### src/rtl/multicycle_seq_pkg.sv
// Shared definitions for the multi-cycle RV32I sequencer.
//   state_e          : sequencer state codes (also exported on the debug port)
//   TIMEOUT_DEFAULT  : default maximum ack wait, in request cycles
//   WAIT_W           : width of the memory-request wait counter
package multicycle_seq_pkg;

    typedef enum logic [2:0] {
        ST_IDLE   = 3'd0,
        ST_FETCH  = 3'd1,
        ST_DECODE = 3'd2,
        ST_EXEC   = 3'd3,
        ST_MEM    = 3'd4,
        ST_WB     = 3'd5,
        ST_ERR    = 3'd7
    } state_e;

    localparam int unsigned TIMEOUT_DEFAULT = 255;
    localparam int unsigned WAIT_W          = 16;

endpackage

### src/rtl/multicycle_seq_req_timer.sv
// Wait counter shared by the instruction-fetch and data-memory handshakes.
//   clk, rst : clock, asynchronous active-high reset
//   clear    : hold the count at zero (asserted whenever no request is pending)
//   cnt_en   : a request is outstanding and has not been acked this cycle
//   expired  : this un-acked cycle is the TIMEOUT-th wait cycle
module multicycle_seq_req_timer
    import multicycle_seq_pkg::*;
#(
    parameter int unsigned TIMEOUT = TIMEOUT_DEFAULT
) (
    input  logic clk,
    input  logic rst,
    input  logic clear,
    input  logic cnt_en,
    output logic expired
);

    localparam logic [WAIT_W-1:0] LAST = WAIT_W'(TIMEOUT - 1);

    logic [WAIT_W-1:0] cnt_q;
    logic [WAIT_W-1:0] cnt_d;

    always_comb begin
        cnt_d = cnt_q;
        if (clear) begin
            cnt_d = '0;
        end else if (cnt_en) begin
            cnt_d = cnt_q + WAIT_W'(1);
        end
    end

    always_ff @(posedge clk or posedge rst) begin
        if (rst) begin
            cnt_q <= '0;
        end else begin
            cnt_q <= cnt_d;
        end
    end

    // The count holds the number of earlier wait cycles, so the current
    // cycle is the TIMEOUT-th one when the count equals TIMEOUT-1.
    assign expired = cnt_en && (cnt_q == LAST);

endmodule

### src/rtl/multicycle_seq.sv
// Multi-cycle sequencer: steps each instruction through fetch, decode,
// execute, optional data-memory access and writeback.
//   clk, rst            : clock, asynchronous active-high reset
//   run                 : allows the next fetch to start
//   imem_req / imem_ack : instruction fetch handshake
//   ir_we               : instruction register load strobe (cycle of imem ack)
//   is_load, is_store,
//   wb_en, illegal      : decoded instruction attributes, sampled in DECODE
//   dmem_req / dmem_ack : data memory handshake, dmem_we = store qualifier
//   pc_we, rf_we        : one-cycle writeback strobes
//   err                 : sticky error, cleared only by rst
//   state               : current state code
//   instret             : retired instruction count, wrapping
module multicycle_seq
    import multicycle_seq_pkg::*;
#(
    parameter int unsigned TIMEOUT = TIMEOUT_DEFAULT,
    parameter int unsigned CNT_W   = 32
) (
    input  logic             clk,
    input  logic             rst,
    input  logic             run,
    output logic             imem_req,
    input  logic             imem_ack,
    output logic             ir_we,
    input  logic             is_load,
    input  logic             is_store,
    input  logic             wb_en,
    input  logic             illegal,
    output logic             dmem_req,
    output logic             dmem_we,
    input  logic             dmem_ack,
    output logic             pc_we,
    output logic             rf_we,
    output logic             err,
    output logic [2:0]       state,
    output logic [CNT_W-1:0] instret
);

    state_e           state_q, state_d;
    logic             ld_q, ld_d, st_q, st_d, wb_q, wb_d;
    logic             imem_req_q, imem_req_d, dmem_req_q, dmem_req_d;
    logic             dmem_we_q, dmem_we_d, pc_we_q, pc_we_d;
    logic             rf_we_q, rf_we_d, err_q, err_d;
    logic [CNT_W-1:0] instret_q, instret_d;
    logic             wait_active, ack_now, tmr_expired;

    // The request flops are high exactly in FETCH / MEM, so an ack seen
    // while the matching request is low never counts.
    assign wait_active = imem_req_q || dmem_req_q;
    assign ack_now     = (imem_req_q && imem_ack) || (dmem_req_q && dmem_ack);

    multicycle_seq_req_timer #(.TIMEOUT(TIMEOUT)) u_timer (
        .clk     (clk),
        .rst     (rst),
        .clear   (!wait_active),
        .cnt_en  (wait_active && !ack_now),
        .expired (tmr_expired)
    );

    always_comb begin
        state_d   = state_q;
        ld_d      = ld_q;
        st_d      = st_q;
        wb_d      = wb_q;
        instret_d = instret_q;
        case (state_q)
            ST_IDLE:   if (run) state_d = ST_FETCH;
            ST_FETCH: begin
                // Ack takes priority over an expiring wait.
                if (imem_ack)         state_d = ST_DECODE;
                else if (tmr_expired) state_d = ST_ERR;
            end
            ST_DECODE: begin
                ld_d = is_load;
                st_d = is_store;
                wb_d = wb_en;
                if (illegal || (is_load && is_store)) state_d = ST_ERR;
                else                                  state_d = ST_EXEC;
            end
            ST_EXEC:   state_d = (ld_q || st_q) ? ST_MEM : ST_WB;
            ST_MEM: begin
                if (dmem_ack)         state_d = ST_WB;
                else if (tmr_expired) state_d = ST_ERR;
            end
            ST_WB: begin
                instret_d = instret_q + CNT_W'(1);
                state_d   = run ? ST_FETCH : ST_IDLE;
            end
            ST_ERR:    state_d = ST_ERR;
            default:   state_d = ST_ERR;
        endcase

        // Outputs are registered from the next state so they are clean
        // decodes of the current state once the edge has passed.
        imem_req_d = (state_d == ST_FETCH);
        dmem_req_d = (state_d == ST_MEM);
        dmem_we_d  = (state_d == ST_MEM) && st_d;
        pc_we_d    = (state_d == ST_WB);
        rf_we_d    = (state_d == ST_WB) && wb_d;
        err_d      = (state_d == ST_ERR);
    end

    always_ff @(posedge clk or posedge rst) begin
        if (rst) begin
            state_q    <= ST_IDLE;
            ld_q       <= 1'b0;
            st_q       <= 1'b0;
            wb_q       <= 1'b0;
            imem_req_q <= 1'b0;
            dmem_req_q <= 1'b0;
            dmem_we_q  <= 1'b0;
            pc_we_q    <= 1'b0;
            rf_we_q    <= 1'b0;
            err_q      <= 1'b0;
            instret_q  <= '0;
        end else begin
            state_q    <= state_d;
            ld_q       <= ld_d;
            st_q       <= st_d;
            wb_q       <= wb_d;
            imem_req_q <= imem_req_d;
            dmem_req_q <= dmem_req_d;
            dmem_we_q  <= dmem_we_d;
            pc_we_q    <= pc_we_d;
            rf_we_q    <= rf_we_d;
            err_q      <= err_d;
            instret_q  <= instret_d;
        end
    end

    // The instruction register loads in the same cycle the fetch is acked.
    assign ir_we    = imem_req_q && imem_ack;
    assign imem_req = imem_req_q;
    assign dmem_req = dmem_req_q;
    assign dmem_we  = dmem_we_q;
    assign pc_we    = pc_we_q;
    assign rf_we    = rf_we_q;
    assign err      = err_q;
    assign state    = state_q;
    assign instret  = instret_q;

endmodule

### config.mk
export PLATFORM = sky130hd
export DESIGN_NAME = multicycle_seq
export DESIGN_NICKNAME = d
export VERILOG_FILES = /design/src/rtl/multicycle_seq_pkg.sv /design/src/rtl/multicycle_seq_req_timer.sv /design/src/rtl/multicycle_seq.sv
export SDC_FILE = /design/constraint.sdc
export NUM_CORES = 1
export LEC_CHECK = 0
export CAP_MARGIN = 20
export CORE_MARGIN = 1
export CORE_UTILIZATION = 30
export DETAILED_ROUTE_END_ITERATION = 6
export GPL_ROUTABILITY_DRIVEN = 0
export PLACE_DENSITY = 0.53
export SETUP_SLACK_MARGIN = 0.02
export SLEW_MARGIN = 20
export SYNTH_ARGS = -nofsm -noshare
export SYNTH_HDL_FRONTEND = slang
export SYNTH_HIERARCHICAL = 1
export SYNTH_SLANG_ARGS = --single-unit
export TNS_END_PERCENT = 10
### constraint.sdc
create_clock -name clk -period 3.8 [get_ports clk]
set_clock_uncertainty 0.05 [all_clocks]
set_input_delay 0.76 -clock clk [delete_from_list [all_inputs] [get_ports clk]]
set_output_delay 0.76 -clock clk [all_outputs]
set_load 0.02 [all_outputs]
Word level (Yosys, flattened, before mapping)
Index checks and enable logic that the tools add are counted.
W data, S select, Z words.
- bits in registers: 60
- output and inout port bits: 42
- add/subtract/negate cells: 2
- eq/ne operators: 11
- mux-type cells: 12
- reduce and logical (&&, ||, !) cells: 13
- operator list (cell ; number):
    $add A32 B1 Y32 const B ; 1
    $mux W16 ; 2
    $pmux W3 S6 ; 1
    $add A16 B1 Y16 const B ; 1
    $eq A16 B8 Y1 const B ; 1
    $eq A3 B3 Y1 const B ; 5
    $mux W3 ; 5
    $logic_and A1 B1 Y1 ; 7
    $eq A3 B1 Y1 const B ; 2
    $eq A3 B2 Y1 const B ; 2
    $logic_or A1 B1 Y1 ; 4
    $mux W1 ; 4
    $logic_not A3 Y1 ; 1
    $ne A2 B1 Y1 const B ; 1
    $logic_not A1 Y1 ; 1

Logic depth before layout (Yosys ltp)
- word-level depth: 10
- mapped depth: 9
- depth with buffers taken out: 9

Modules after synthesis
Netlist, hierarchy kept.
- modules (own cells, without submodules) (module ; times used ; cells an instance ; area each (sq um) ; seq. area each (sq um)):
    multicycle_seq ; 1 ; 178 ; 2074.5 ; 1101.1
    multicycle_seq_req_timer ; 1 ; 88 ; 850.8 ; 400.4

Least setup slack after synthesis
OpenSTA, ideal clock, no wires.
- kind: input to register
- from: in imem_ack
- to: reg imem_req_q, in the netlist imem_req
- arrival time: 2.526 ns
- data required time: 3.683 ns
- setup slack: 1.157 ns
- cell stages on the path: 8
- path buffers: 1
- path through: and2_1 -> a211oi_1 -> buf_2 -> nand3_1 -> nor4_1 -> a2111oi_1 -> o31ai_2 -> and3_1
- word-level cells in the longest chain between the ends: 9
- elaborated cells on any way between the ends: 10
- RTL lines (item ; RTL line ; text):
    start, declared ; multicycle_seq.sv:24 ; input logic imem_ack,
    $logic_and A1 B1 Y1 * ; multicycle_seq.sv:51 ; assign ack_now = (imem_req_q && imem_ack) || (dmem_req_q && dmem_ack);
    $logic_or A1 B1 Y1 * ; multicycle_seq.sv:51 ;
    $logic_not A1 Y1 * ; multicycle_seq.sv:57 ; .cnt_en (wait_active && !ack_now),
    $logic_and A1 B1 Y1 * ; multicycle_seq.sv:57 ;
    $logic_and A1 B1 Y1 * ; multicycle_seq_req_timer.sv:42 ; assign expired = cnt_en && (cnt_q == LAST);
    named net tmr_expired ; multicycle_seq.sv:46 ; logic wait_active, ack_now, tmr_expired;
    $mux W3 * ; multicycle_seq.sv:72, multicycle_seq.sv:84 ;
    $mux W3, on equally long branches ; multicycle_seq.sv:83, multicycle_seq.sv:71 ;
    $pmux W3 S6 * ; multicycle_seq.sv:67 ; case (state_q)
    named net state_d[0] ; multicycle_seq.sv:40 ; state_e state_q, state_d;
    $eq A3 B1 Y1 * ; multicycle_seq.sv:96 ; imem_req_d = (state_d == ST_FETCH);
    named net imem_req_d ; multicycle_seq.sv:42 ; logic imem_req_q, imem_req_d, dmem_req_q, dmem_req_d;
    end signal, assigned ; multicycle_seq.sv:122 ; imem_req_q <= imem_req_d;
    end, declared ; multicycle_seq.sv:42 ;
Mark *: on every way through the listed nets, which the timed path passes. The rest lies on a longest branch.
A chain may end at the register's enable or synchronous reset.

Worst setup path after layout
Same ends and word-level chain as after synthesis.

==> summary.md <==
| Metric | Value |
|---|---|
| First-pass GRT wire length | 10,700 µm |
| DRT Pass-1 Iters | 4 |
| CP arrival | 3290 ps |
| Starting density of the core | a little under a third |
| Leak | between 1.5 and 2 nW |
| Port-buffer cells | 50 |
| Crit end category | register |
| Worst r2r src | dmem_req |
| Clock buffer count from CTS | 9 |
| Nets | 336 |
| Max cap viols | 0 |
| Worst Hold Endpoint | instret[31] |
| YS warnings | 6 |
| Reg-to-reg endpoint | imem_req |
| Share of cells above drive strength 1 | 11.9% |
| Avg Vias per Cell | between 4 and 5 |
| Area of the mapped netlist | 2930 µm² |
| Worst hold stages | 1 |
| Sum Neg Setup Slack | 0 ps |
| WP data required | ~4000 ps |
| GRT overflow | 0 |
| Worst reg2reg setup slack | around 1200 ps |
| Final WL | around 6300 µm |
| Reg2reg path depth | 8 |
| Via count | 2,186 |
| CP Class | input pin to register |
| Tmin final | 3070 ps |
| Finished Cell Area | 3840 µm² |
| VDD IR-drop max | ~0.23 mV |
| Tcrit/Tclk final | roughly four fifths |
| Gate Count Post-Synth | 266 |
| Postcts setup bufs | 0 |
| # fillers | 909 |
| Synth-to-Final Area Change | 31.4% |
| Clk buf depth | 2 |
| Die H | 101 µm |
| Initial antenna violation count | 0 |
| Fin. Hold Viols | 0 |
| Clock root buffer | clkbuf_8 |
| Vias in the first global route | 2,084 |
| Worst Hold Launch | instret[31] |
| CP max FO | 4 |
| #FFs+latches synth | 60 |
| Worst setup path start | imem_ack |
| Distinct cells, synth | 49 |
| Non-filler cells, final | 458 |
| Drt first-iter violations | 75 |
| Final setup violation count | 0 |
| Tightest Hold Check Type | register to register |
| Startpoint types | input pin |
| Register clock-pin slew on the reported worst setup and hold paths | around 70 ps |
| H-tree levels | 3 |
| Hold-fix buffers, CTS | 0 |
| Clock sinks | 60 |
| Clock Latency Late Sink | 340 ps |
| Die Area | between 10,000 and 15,000 µm² |
| Resized cells post-CTS | 0 |
| Achievable Freq | 326 MHz |
| DRC | 0 |
| Placed Cells | 442 |
| Max Transition Viols Final | 0 |
| Core Footprint | 9330 µm² |
| Post-Syn Nets | 278 |
| FP Rows | 35 |
| Avg Inst Size Synth | ~11 µm² |
| Post-DRT Antenna Nets | 0 |
| Final Util | 41.2% |
| Power Density | between 500 and 600 nW/µm² |
| HPWL Detailed | 4590 µm |
| GRT Overall Usage | 13.9% |
| Largest net degree at the start of global routing | 22 |
| Die extent in x | about 100 µm |
| ANT cells | 0 |
| Post-DP Area | 3600 µm² |
| TritonCTS clock tree | done |
| Post-DR wirelength/cell | 13.7 µm |
| Slew at the pin with the worst max-slew slack | 894 ps |
| Sequential share of the synthesized area | 51.3% |
| I/O Pins | 51 |
| Rel. slew slack | between 40% and 50% |
| Status | complete, no violations |
| RSZ-0062 raised after global routing | no |
==> worst max-delay path, stage by stage <==
cell	delay, ps
clkdlybuf4s50_1	470
and2_1	180
a211oi_1	330
nand3_1	130
nor4_1	560
a2111oi_1	210
o31ai_2	420
and3_1	220
==> layer usage <==
| metal | up-vias | GRT usage, % | wire, µm |
|---|---|---|---|
| met4 | 0 | 6.69 | 121 |
| met3 | 12 | 3.88 | 257 |
| li1 | 1070 | - | - |
| met5 | - | 0 | 0 |
| met2 | 53 | 18.7 | 2700 |
| met1 | 1051 | 20.2 | 3190 |
==> cells in the mapped netlist (all sizes together) <==
cell | n | area share (%)
ha | 3 | 1.3
nor4b | 2 | 0.81
a211o | 1 | 0.30
o21a | 1 | 0.26
inv | 13 | 1.7
nand3 | 13 | 2.2
o31ai | 1 | 0.43
nor2b | 5 | 1.1
and2 | 4 | 0.86
nand4 | 25 | 6.4
o211a | 1 | 0.34
and3 | 6 | 1.3
a2111oi | 1 | 0.34
nor3 | 5 | 1.2
dfrtp | 60 | 51
a31oi | 1 | 0.21
or4 | 2 | 0.64
nand3b | 1 | 0.68
nor4bb | 2 | 0.68
mux2 | 3 | 1.2
o211ai | 2 | 0.51
nor3b | 1 | 0.43
nor2 | 20 | 2.7
and4 | 1 | 0.30
nor4 | 6 | 2.3
o21ai | 5 | 0.86
a221o | 1 | 0.34
or2 | 1 | 0.21
xor2 | 7 | 2.1
xnor2 | 34 | 10
a21oi | 5 | 0.86
buf | 7 | 1.2
or3 | 4 | 0.90
and3b | 1 | 0.30
nand2 | 14 | 1.8
a211oi | 2 | 0.51
a31o | 2 | 0.60
mux2i | 1 | 0.34
clkbuf | 1 | 0.13
a32oi | 1 | 0.30
==> worst max-delay path by stage <==
stage / to / slack (ps) / depth (start not counted)
floorplan: imem_req / 1160 / 8
global placement: imem_req / 640 / 8
detailed placement: imem_req / 460 / 8
CTS: imem_req / 770 / 8
global route: imem_req / 550 / 8
finish: imem_req / 730 / 8
==> cell families (layout without fill, tap and decap cells) <==
kind of cell | count (synthesis) | after routing | synth area share (%)
AND/OR/NAND/NOR | 113 | 113 | 24.7
flip-flops | 60 | 60 | 51.3
XOR/XNOR | 41 | 41 | 12.3
AO/OA/AOI/OAI | 24 | 24 | 5.86
buffers and inverters | 21 | 84 | 3.04
multiplexers | 4 | 4 | 1.50
adder cells (fa/ha/maj) | 3 | 3 | 1.28
==> flip-flops by register name, summed over array words and instances (netlist names) <==
name	flops
pc_we	1
rf_we	1
instret	32
dmem_req	1
st_q	1
state	3
u_timer/cnt_q	16
ld_q	1
err	1
dmem_we	1
wb_q	1
imem_req	1
==> power breakdown <==
| part | leakage, nW | switching, W | internal, W |
|---|---|---|---|
| logic | 0.676 | 0.000308 | 0.000270 |
| clock network | 0.120 | 0.000256 | 0.000437 |
| registers | 0.815 | 0.000125 | 0.000725 |
| total | 1.61 | 0.000690 | 0.00143 |
==> cells in the final DEF, fill, tap and decap left out, drive strengths merged, types with 4 or more instances in the layout <==
| cell type | instances |
|---|---|
| inv | 12 |
| nor4 | 6 |
| a21oi | 5 |
| nor3 | 5 |
| or3 | 4 |
| clkbuf | 10 |
| nor2b | 5 |
| o21ai | 5 |
| buf | 5 |
| xor2 | 7 |
| nand4 | 25 |
| nand2 | 14 |
| clkdlybuf4s50 | 50 |
| xnor2 | 34 |
| nor2 | 20 |
| dfrtp | 60 |
| and2 | 4 |
| nand3 | 13 |
| clkinv | 4 |
| and3 | 6 |
==> layout make-up <==
cell class / instances / area (µm²) / area share, %
Sequential cell: 60 / 1500 / 39.0
Multi-Input combinational cell: 185 / 1340 / 34.7
Timing Repair Buffer: 55 / 558 / 14.5
Tap cell: 129 / 161 / 4.20
Clock buffer: 10 / 128 / 3.32
Clock inverter: 6 / 113 / 2.93
Inverter: 13 / 48.8 / 1.27
==> metrics by stage <==
stage | power [W] | hold WS (ps) | worst slack (ps)
after floorplan | 0.00121 | 416 | 1160
after global routing | 0.00224 | 465 | 546
after CTS | 0.00215 | 434 | 774
final | 0.00212 | 425 | 730
after detailed placement | 0.00144 | 424 | 463
after global placement | 0.00143 | 414 | 644
Power figures use the tool's default switching activity.
